## config.mk

```make
export PLATFORM = sky130hd
export DESIGN_NAME = resp_compactor
export DESIGN_NICKNAME = d
export VERILOG_FILES = /design/src/rtl/resp_compactor.sv
export SDC_FILE = /design/constraint.sdc
export NUM_CORES = 1
export LEC_CHECK = 0
export ABC_AREA = 1
export BUFFER_PORTS_ARGS = -buffer_cell sky130_fd_sc_hd__clkbuf_2
export CORE_MARGIN = 2
export CORE_UTILIZATION = 58
export CTS_BUF_LIST = sky130_fd_sc_hd__clkbuf_8
export DETAILED_ROUTE_END_ITERATION = 8
export GPL_ROUTABILITY_DRIVEN = 0
export PLACE_DENSITY = 0.83
export SYNTH_ARGS = -nofsm -noshare
export SYNTH_HDL_FRONTEND = slang
export SYNTH_SLANG_ARGS = --single-unit
export TNS_END_PERCENT = 100
```

## constraint.sdc

```tcl
create_clock -name iccad_clk -period 2.1 [get_ports iccad_clk]
set_input_delay 0.105 -clock iccad_clk [delete_from_list [all_inputs] [get_ports iccad_clk]]
set_output_delay 0.105 -clock iccad_clk [all_outputs]
set_load 0.03 [all_outputs]
```

## src/rtl/resp_compactor.sv

```systemverilog
// Response compactor: folds a qualified single-bit sample stream into a CRC-style
// signature plus ones/toggle counts, and hands the result off over valid/ready.
module resp_compactor #(
   parameter int unsigned             SIG_W = 16,
   parameter logic [SIG_W-1:0]        POLY  = 16'h1021,
   parameter logic [SIG_W-1:0]        SEED  = 16'hFFFF,
   parameter int unsigned             CNT_W = 16
) (
   input  logic             iccad_clk,
   input  logic             iccad_rst,
   input  logic             start,
   input  logic [CNT_W-1:0] win_len,
   input  logic             sample_en,
   input  logic             dut_out,
   output logic             busy,
   output logic             res_valid,
   input  logic             res_ready,
   output logic [SIG_W-1:0] signature,
   output logic [CNT_W-1:0] ones_cnt,
   output logic [CNT_W-1:0] toggle_cnt
);

   typedef enum logic [1:0] {
      IDLE = 2'd0,
      RUN  = 2'd1,
      HOLD = 2'd2
   } state_e;

   state_e state_q, state_d;

   logic [SIG_W-1:0] sig_q,   sig_d;
   logic [CNT_W-1:0] ones_q,  ones_d;
   logic [CNT_W-1:0] tog_q,   tog_d;
   logic [CNT_W-1:0] rem_q,   rem_d;
   logic             first_q, first_d;
   logic             prev_q,  prev_d;

   logic accept;
   logic take;
   logic fb;

   assign accept = (state_q == IDLE) && start;
   assign take   = (state_q == RUN)  && sample_en;

   // State register
   always_ff @(posedge iccad_clk or posedge iccad_rst) begin
      if (iccad_rst) state_q <= IDLE;
      else           state_q <= state_d;
   end

   // Next-state logic
   always_comb begin
      state_d = state_q;
      unique case (state_q)
         IDLE: if (start) state_d = (win_len == '0) ? HOLD : RUN;
         RUN:  if (sample_en && (rem_q == CNT_W'(1))) state_d = HOLD;
         HOLD: if (res_ready) state_d = IDLE;
         default: state_d = IDLE;
      endcase
   end

   // Output logic
   always_comb begin
      busy      = (state_q != IDLE);
      res_valid = (state_q == HOLD);
   end

   // Datapath next-state; result registers only move on accept or a qualified sample
   always_comb begin
      sig_d   = sig_q;
      ones_d  = ones_q;
      tog_d   = tog_q;
      rem_d   = rem_q;
      first_d = first_q;
      prev_d  = prev_q;
      fb      = sig_q[SIG_W-1] ^ dut_out;
      if (accept) begin
         sig_d   = SEED;
         ones_d  = '0;
         tog_d   = '0;
         rem_d   = win_len;
         first_d = 1'b1;
      end else if (take) begin
         sig_d  = {sig_q[SIG_W-2:0], 1'b0} ^ (fb ? POLY : '0);
         ones_d = ones_q + CNT_W'(dut_out);
         if (!first_q && (dut_out != prev_q)) tog_d = tog_q + CNT_W'(1);
         prev_d  = dut_out;
         first_d = 1'b0;
         rem_d   = rem_q - CNT_W'(1);
      end
   end

   always_ff @(posedge iccad_clk or posedge iccad_rst) begin
      if (iccad_rst) begin
         sig_q   <= '0;
         ones_q  <= '0;
         tog_q   <= '0;
         rem_q   <= '0;
         first_q <= 1'b1;
         prev_q  <= 1'b0;
      end else begin
         sig_q   <= sig_d;
         ones_q  <= ones_d;
         tog_q   <= tog_d;
         rem_q   <= rem_d;
         first_q <= first_d;
         prev_q  <= prev_d;
      end
   end

   assign signature  = sig_q;
   assign ones_cnt   = ones_q;
   assign toggle_cnt = tog_q;

endmodule

```

; ---- After elaboration in Yosys (flattened, before gate mapping)
; Index checks and enable logic that the tools add are counted.
[word_totals]
ramBits = 0
output_inout_bits = 50
rom_bits = 0
word_cells = 50
ff_bits = 68
latch_bits = 0
memories = 0
inputBits = 22
[classes]
magnitude_cmp = 0
n_shift = 0
n_mux = 17
mul = 0
n_eq_ne = 7
n_div = 0
bitwise_logic = 3
addsub = 3
n_reduce_logical = 13
[op_table]
columns = op, count
row1 = 16-bit two-way mux, 9
row2 = 16-bit by 1-bit adder with 16-bit output, 1
row3 = 16-bit by 1-bit adder with 16-bit output (second input constant), 1
row4 = 16-bit by 1-bit == test with 1-bit output (second input constant), 1
row5 = 16-bit zero test, 1
row6 = 16-bit by 1-bit subtractor with 16-bit output (second input constant), 1
row7 = 16-bit by 13-bit bitwise XOR with 16-bit output, 1
row8 = 13-bit two-way mux, 1
row9 = 2-bit two-way mux, 4
row10 = 2-bit one-hot mux with 3 select lines, 1
row11 = 2-bit nonzero test, 3
row12 = 1-bit logical AND, 4
row13 = 2-bit by 1-bit inequality test with 1-bit output (second input constant), 2
row14 = 2-bit AND reduction, 2
row15 = 3-bit AND reduction, 1
row16 = 2-bit by 1-bit == test with 1-bit output (second input constant), 1
row17 = 2-bit == test (second input constant), 1
row18 = 2-bit zero test, 1
row19 = 1-bit two-way mux, 2
row20 = 2-bit inequality test (second input constant), 1
row21 = 1-bit zero test, 1
row22 = 1-bit inequality test, 1
row23 = 1-bit NOT, 1
row24 = 1-bit bitwise XOR, 1

; ---- Logic depth before layout (Yosys ltp)
[depth]
depth_word = 5
depth_mapped = 10
ltp_nobuf = 10

; ---- Least setup slack after synthesis
; Ideal clock, no wire load.
[synth_timing]
path_kind = reg-to-reg
startpoint = reg ones_q[0] (netlist: ones_cnt[0])
endpoint = reg ones_q[6] (netlist: ones_cnt[6])
period_less_slack_ns = 1.672
path_stages_with_launch = 8
setup_slack_ns = 0.428
t_arrival_ns = 1.555
path_buffers = 0
cell_sequence = dfrtp_1 -> ha_1 -> ha_1 -> nand3_1 -> nor2_1 -> nand3_1 -> nor2_1 -> nor2_1
[synth_between]
elab_chain_cells = 3
[synth_rtl]
columns = item, line
row1 = from (decl), 32  ; logic [CNT_W-1:0] ones_q, ones_d;
row2 = from (signal assigned), 103  ; ones_q <= ones_d;
row3 = 16-bit by 1-bit adder with 16-bit output, 85  ; ones_d = ones_q + CNT_W'(dut_out);
row4 = 16-bit two-way mux, 83  ; end else if (take) begin
row5 = 16-bit two-way mux, 77  ; if (accept) begin
; Every way passes these cells. The select of a mux whose other input is x is not followed.
; A chain may end at the register's enable or synchronous reset.

; ---- Worst setup path after layout
; Ends and elaborated chain as after synthesis.

==> summary.md <==
| Metric | Value |
|---|---|
| Ratio of cells with drive above 1 in the final layout | 17.0% |
| Post-Syn Nets | 582 |
| Post-synth EDFFs | 0 |
| Worst hold-check path type | input pin to register |
| Final Hold Fails | 0 |
| Largest net degree at the start of global routing | 69 |
| Worst Setup SP | ones_cnt[0] |
| Worst EP arrival | 1.95 ns |
| Worst slew margin | 68.1% |
| Post-DRT Antenna Nets | 0 |
| Multiplexer share of the synthesized area | 0% |
| Slowest cell on crit path | dfrtp_1 |
| Fin. max-slew vios | 0 |
| Final Cycle Share | 81.8% |
| Max Clk Rate | 582 MHz |
| Setup Buffers After CTS | 0 |
| Setup CP Type | register to register |
| WL final | 10.0 mm |
| CTS Buffer Depth | 2 |
| Synthesized area | 0.00399 sq mm |
| R2R cell count | 7 |
| Area taken by multi-input logic gates | 0.00189 sq mm |
| Post-synthesis register bit count | 68 |
| Cell mode on critical path | nor2_1 |
| Reg2Reg Setup Slack | 0.38 ns |
| Nets | 658 |
| Netlist cell types | 34 |
| Peak supply drop | 757 uV |
| Fillers | 546 |
| Async set or reset register ratio after synthesis | 100% |
| Clock Sinks | 68 |
| Mean Syn Cell Area | 7.19 sq um |
| Synth Area in Compound Gates | 10.5% |
| TNS Setup | 0 ns |
| Unrepaired setup endpoints after global routing | false |
| Post-route minimum period | 1.72 ns |
| Global-route wire length before repair | 17.0 mm |
| # rows | 30 |
| Crit path largest cell delay | 0.39 ns |
| Number of buffers created by CTS | 9 |
| R2r startpoint | ones_cnt[0] |
| 1st-pass router iterations | 5 |
| Post-Syn Instances | 555 |
| Die width | 87.0 um |
| Global route overflow | 0 |
| Largest family of logic cells by synthesized area | simple AND/OR/NAND/NOR gates |
| Via count | 3965 |
| Clk root buf | clkbuf_8 |
| Die area | 0.00756 sq mm |
| IO Count | 72 |
| Slew @ Worst Pin | 0.477 ns |
| Critical Path RT | 2.33 ns |
| Sequential Area | 0.00170 sq mm |
| Gr usage total | 28.2% |
| Status | complete, no violations |
| Core area | 0.00672 sq mm |
| Die H | 87.0 um |
| Antenna cells | 0 |
| Initial DRC count | 299 |
| P_leak | 2.40 nW |
| Register area share after synthesis | 42.7% |
| IO buf count | 71 |
| Final-report setup violation count | 0 |
| Initial Util | 59.4% |
| R2r endpoint | ones_cnt[6] |
| CP Capture Type | register |
| Max cap viols | 0 |
| Initial antenna violation count | 0 |
| Worst-path clk slew | 0.08 ns |
| Adder-cell share of the synthesized area | 1.57% |
| Clk_skew | 0.00952 ns |
| CTS tree | yes |
| Vias in the first global route | 3763 |
| Critical path endpoint | ones_cnt[6] |
| Htree depth | 3 |
| Synth Area in Simple Gates | 33.7% |
| Critical Path Source Type | register |
| Ys Warns | 0 |
| Vias per cell | 5.54 |
| XOR/XNOR share of the synthesized area | 1.54% |
| Critical Path, Cell by Cell | ha_1 -> ha_1 -> nand3_1 -> nor2_1 -> nand3_1 -> nor2_1 -> nor2_1 |
| Worst-Skew Late Latency | 0.35 ns |
| Layout area overhead | 17.8% |
| Pwr dens | 1200 mW/mm^2 |
| Hpwl dp | 6.98 mm |
| Predominant post-synthesis flop cell | dfrtp_1 |
| CP max FO | 4 |
| DRC violations left | 0 |
| Min Hold Slack | 0.0113 ns |
| Routed length per placed instance | 14.0 um |
-- cell families (layout without fill, tap and decap cells) --
group,after synthesis,count (layout)
adder cells (fa/ha/maj),5,5
AND/OR/NAND/NOR,311,311
buffers and inverters,96,177
AO/OA/AOI/OAI,68,68
XOR/XNOR,7,7
flip-flops,68,68
-- per-layer routing --
layer	part of all wire, %	wire length [um]	global-route usage, %	up-vias
met3	6.3	630	3.79	15
met1	42	4260	36.8	1858
met4	1.5	155	11.4	0
li1	-	-	-	1927
met5	0	0	0	-
met2	50	4980	47.5	165
-- cell usage in the layout, fill, tap and decap left out, types with 2 or more instances in the layout --
| cell type | Yosys | routed |
|---|---|---|
| clkbuf_8 | 0 | 10 |
| nor2_2 | 4 | 4 |
| inv_1 | 80 | 79 |
| bufinv_16 | 0 | 4 |
| nand2_4 | 2 | 2 |
| o211ai_1 | 5 | 5 |
| a22oi_1 | 12 | 12 |
| a32oi_1 | 2 | 2 |
| nor3_1 | 7 | 7 |
| o21bai_1 | 2 | 2 |
| nand3_1 | 31 | 31 |
| dfrtp_1 | 67 | 67 |
| inv_2 | 2 | 3 |
| ha_1 | 5 | 5 |
| nor2_1 | 71 | 71 |
| clkbuf_2 | 0 | 71 |
| xor2_1 | 7 | 7 |
| dlygate4sd3_1 | 0 | 2 |
| nand4_1 | 27 | 27 |
| o21ai_0 | 30 | 30 |
| buf_4 | 5 | 5 |
| nand2_2 | 2 | 2 |
| nand2_1 | 161 | 161 |
| a22o_1 | 3 | 3 |
| a21oi_1 | 10 | 10 |
-- how the worst min path moves through the flow --
stage,cells past startpoint,slack [ns],to,from
after floorplan,2,0.23,rem_q[1],win_len[1]
after global placement,3,0.19,toggle_cnt[12],iccad_rst
after detailed placement,3,0.20,signature[8],iccad_rst
after CTS,3,0.005,rem_q[8],win_len[8]
after global routing,3,0.02,rem_q[8],win_len[8]
final,3,0.01,rem_q[8],win_len[8]
-- through the flow --
step | cells | power (mW) | util [%] | area [sq um] | setup WS (ns)
2_1_floorplan | 555 | 3.60 | - | 3990 | 0.285
3_3_place_gp | 698 | 4.04 | 65.6 | 4410 | 0.480
3_5_place_dp | 698 | 4.13 | 65.6 | 4410 | 0.424
4_1_cts | 716 | 5.62 | 70.0 | 4700 | 0.402
5_1_grt | 716 | 5.99 | 70.0 | 4700 | 0.258
6_report | 716 | 5.63 | 70.0 | 4700 | 0.382
-- state kept, by name (all words and copies together) (netlist names) --
register and flops:
ones_cnt 16, rem_q 16, signature 16, toggle_cnt 16, state_q 2, first_q 1, prev_q 1
-- power by group --
group          switching (mW)  total, mW  internal, mW  leakage [nW]
logic                    1.54       2.20         0.665          1.42
registers               0.294       1.95          1.65         0.843
clock network           0.539       1.48         0.944         0.137
total                    2.37       5.63          3.26          2.40
-- Yosys cell counts, types with 3 or more instances --
| cell | number | area [sq um] |
|---|---|---|
| nand2_1 | 161 | 604 |
| inv_1 | 80 | 300 |
| nor2_1 | 71 | 267 |
| dfrtp_1 | 67 | 1680 |
| nand3_1 | 31 | 155 |
| o21ai_0 | 30 | 150 |
| nand4_1 | 27 | 169 |
| a22oi_1 | 12 | 90.1 |
| a21oi_1 | 10 | 50.1 |
| buf_2 | 7 | 35.0 |
| nor3_1 | 7 | 35.0 |
| xor2_1 | 7 | 61.3 |
| buf_4 | 5 | 37.5 |
| ha_1 | 5 | 62.6 |
| o211ai_1 | 5 | 37.5 |
| nor2_2 | 4 | 25.0 |
| a22o_1 | 3 | 26.3 |
-- timing repair --
action / 4_1_cts / 5_1_grt
endpoints found under the hold margin: 68 / 0
resized for setup: 0 / 0
hold buffers: 2 / 0
-- final cells by class --
type / count / area share [%]
clock buffers: 10 / 2.93
repair buffers: 79 / 9.21
inverters: 82 / 6.55
multi-input cells: 391 / 40.1
flip-flops and latches: 68 / 36.2
clock inverters: 6 / 2.85
well taps: 80 / 2.13
-- critical path, delay by kind of cell, from the launching register on --
| kind | cells | cell delay [ns] |
|---|---|---|
| simple gates | 5 | 0.80 |
| flops | 1 | 0.39 |
| fa+ha+maj | 2 | 0.42 |
(Power assumes the default switching activity.)
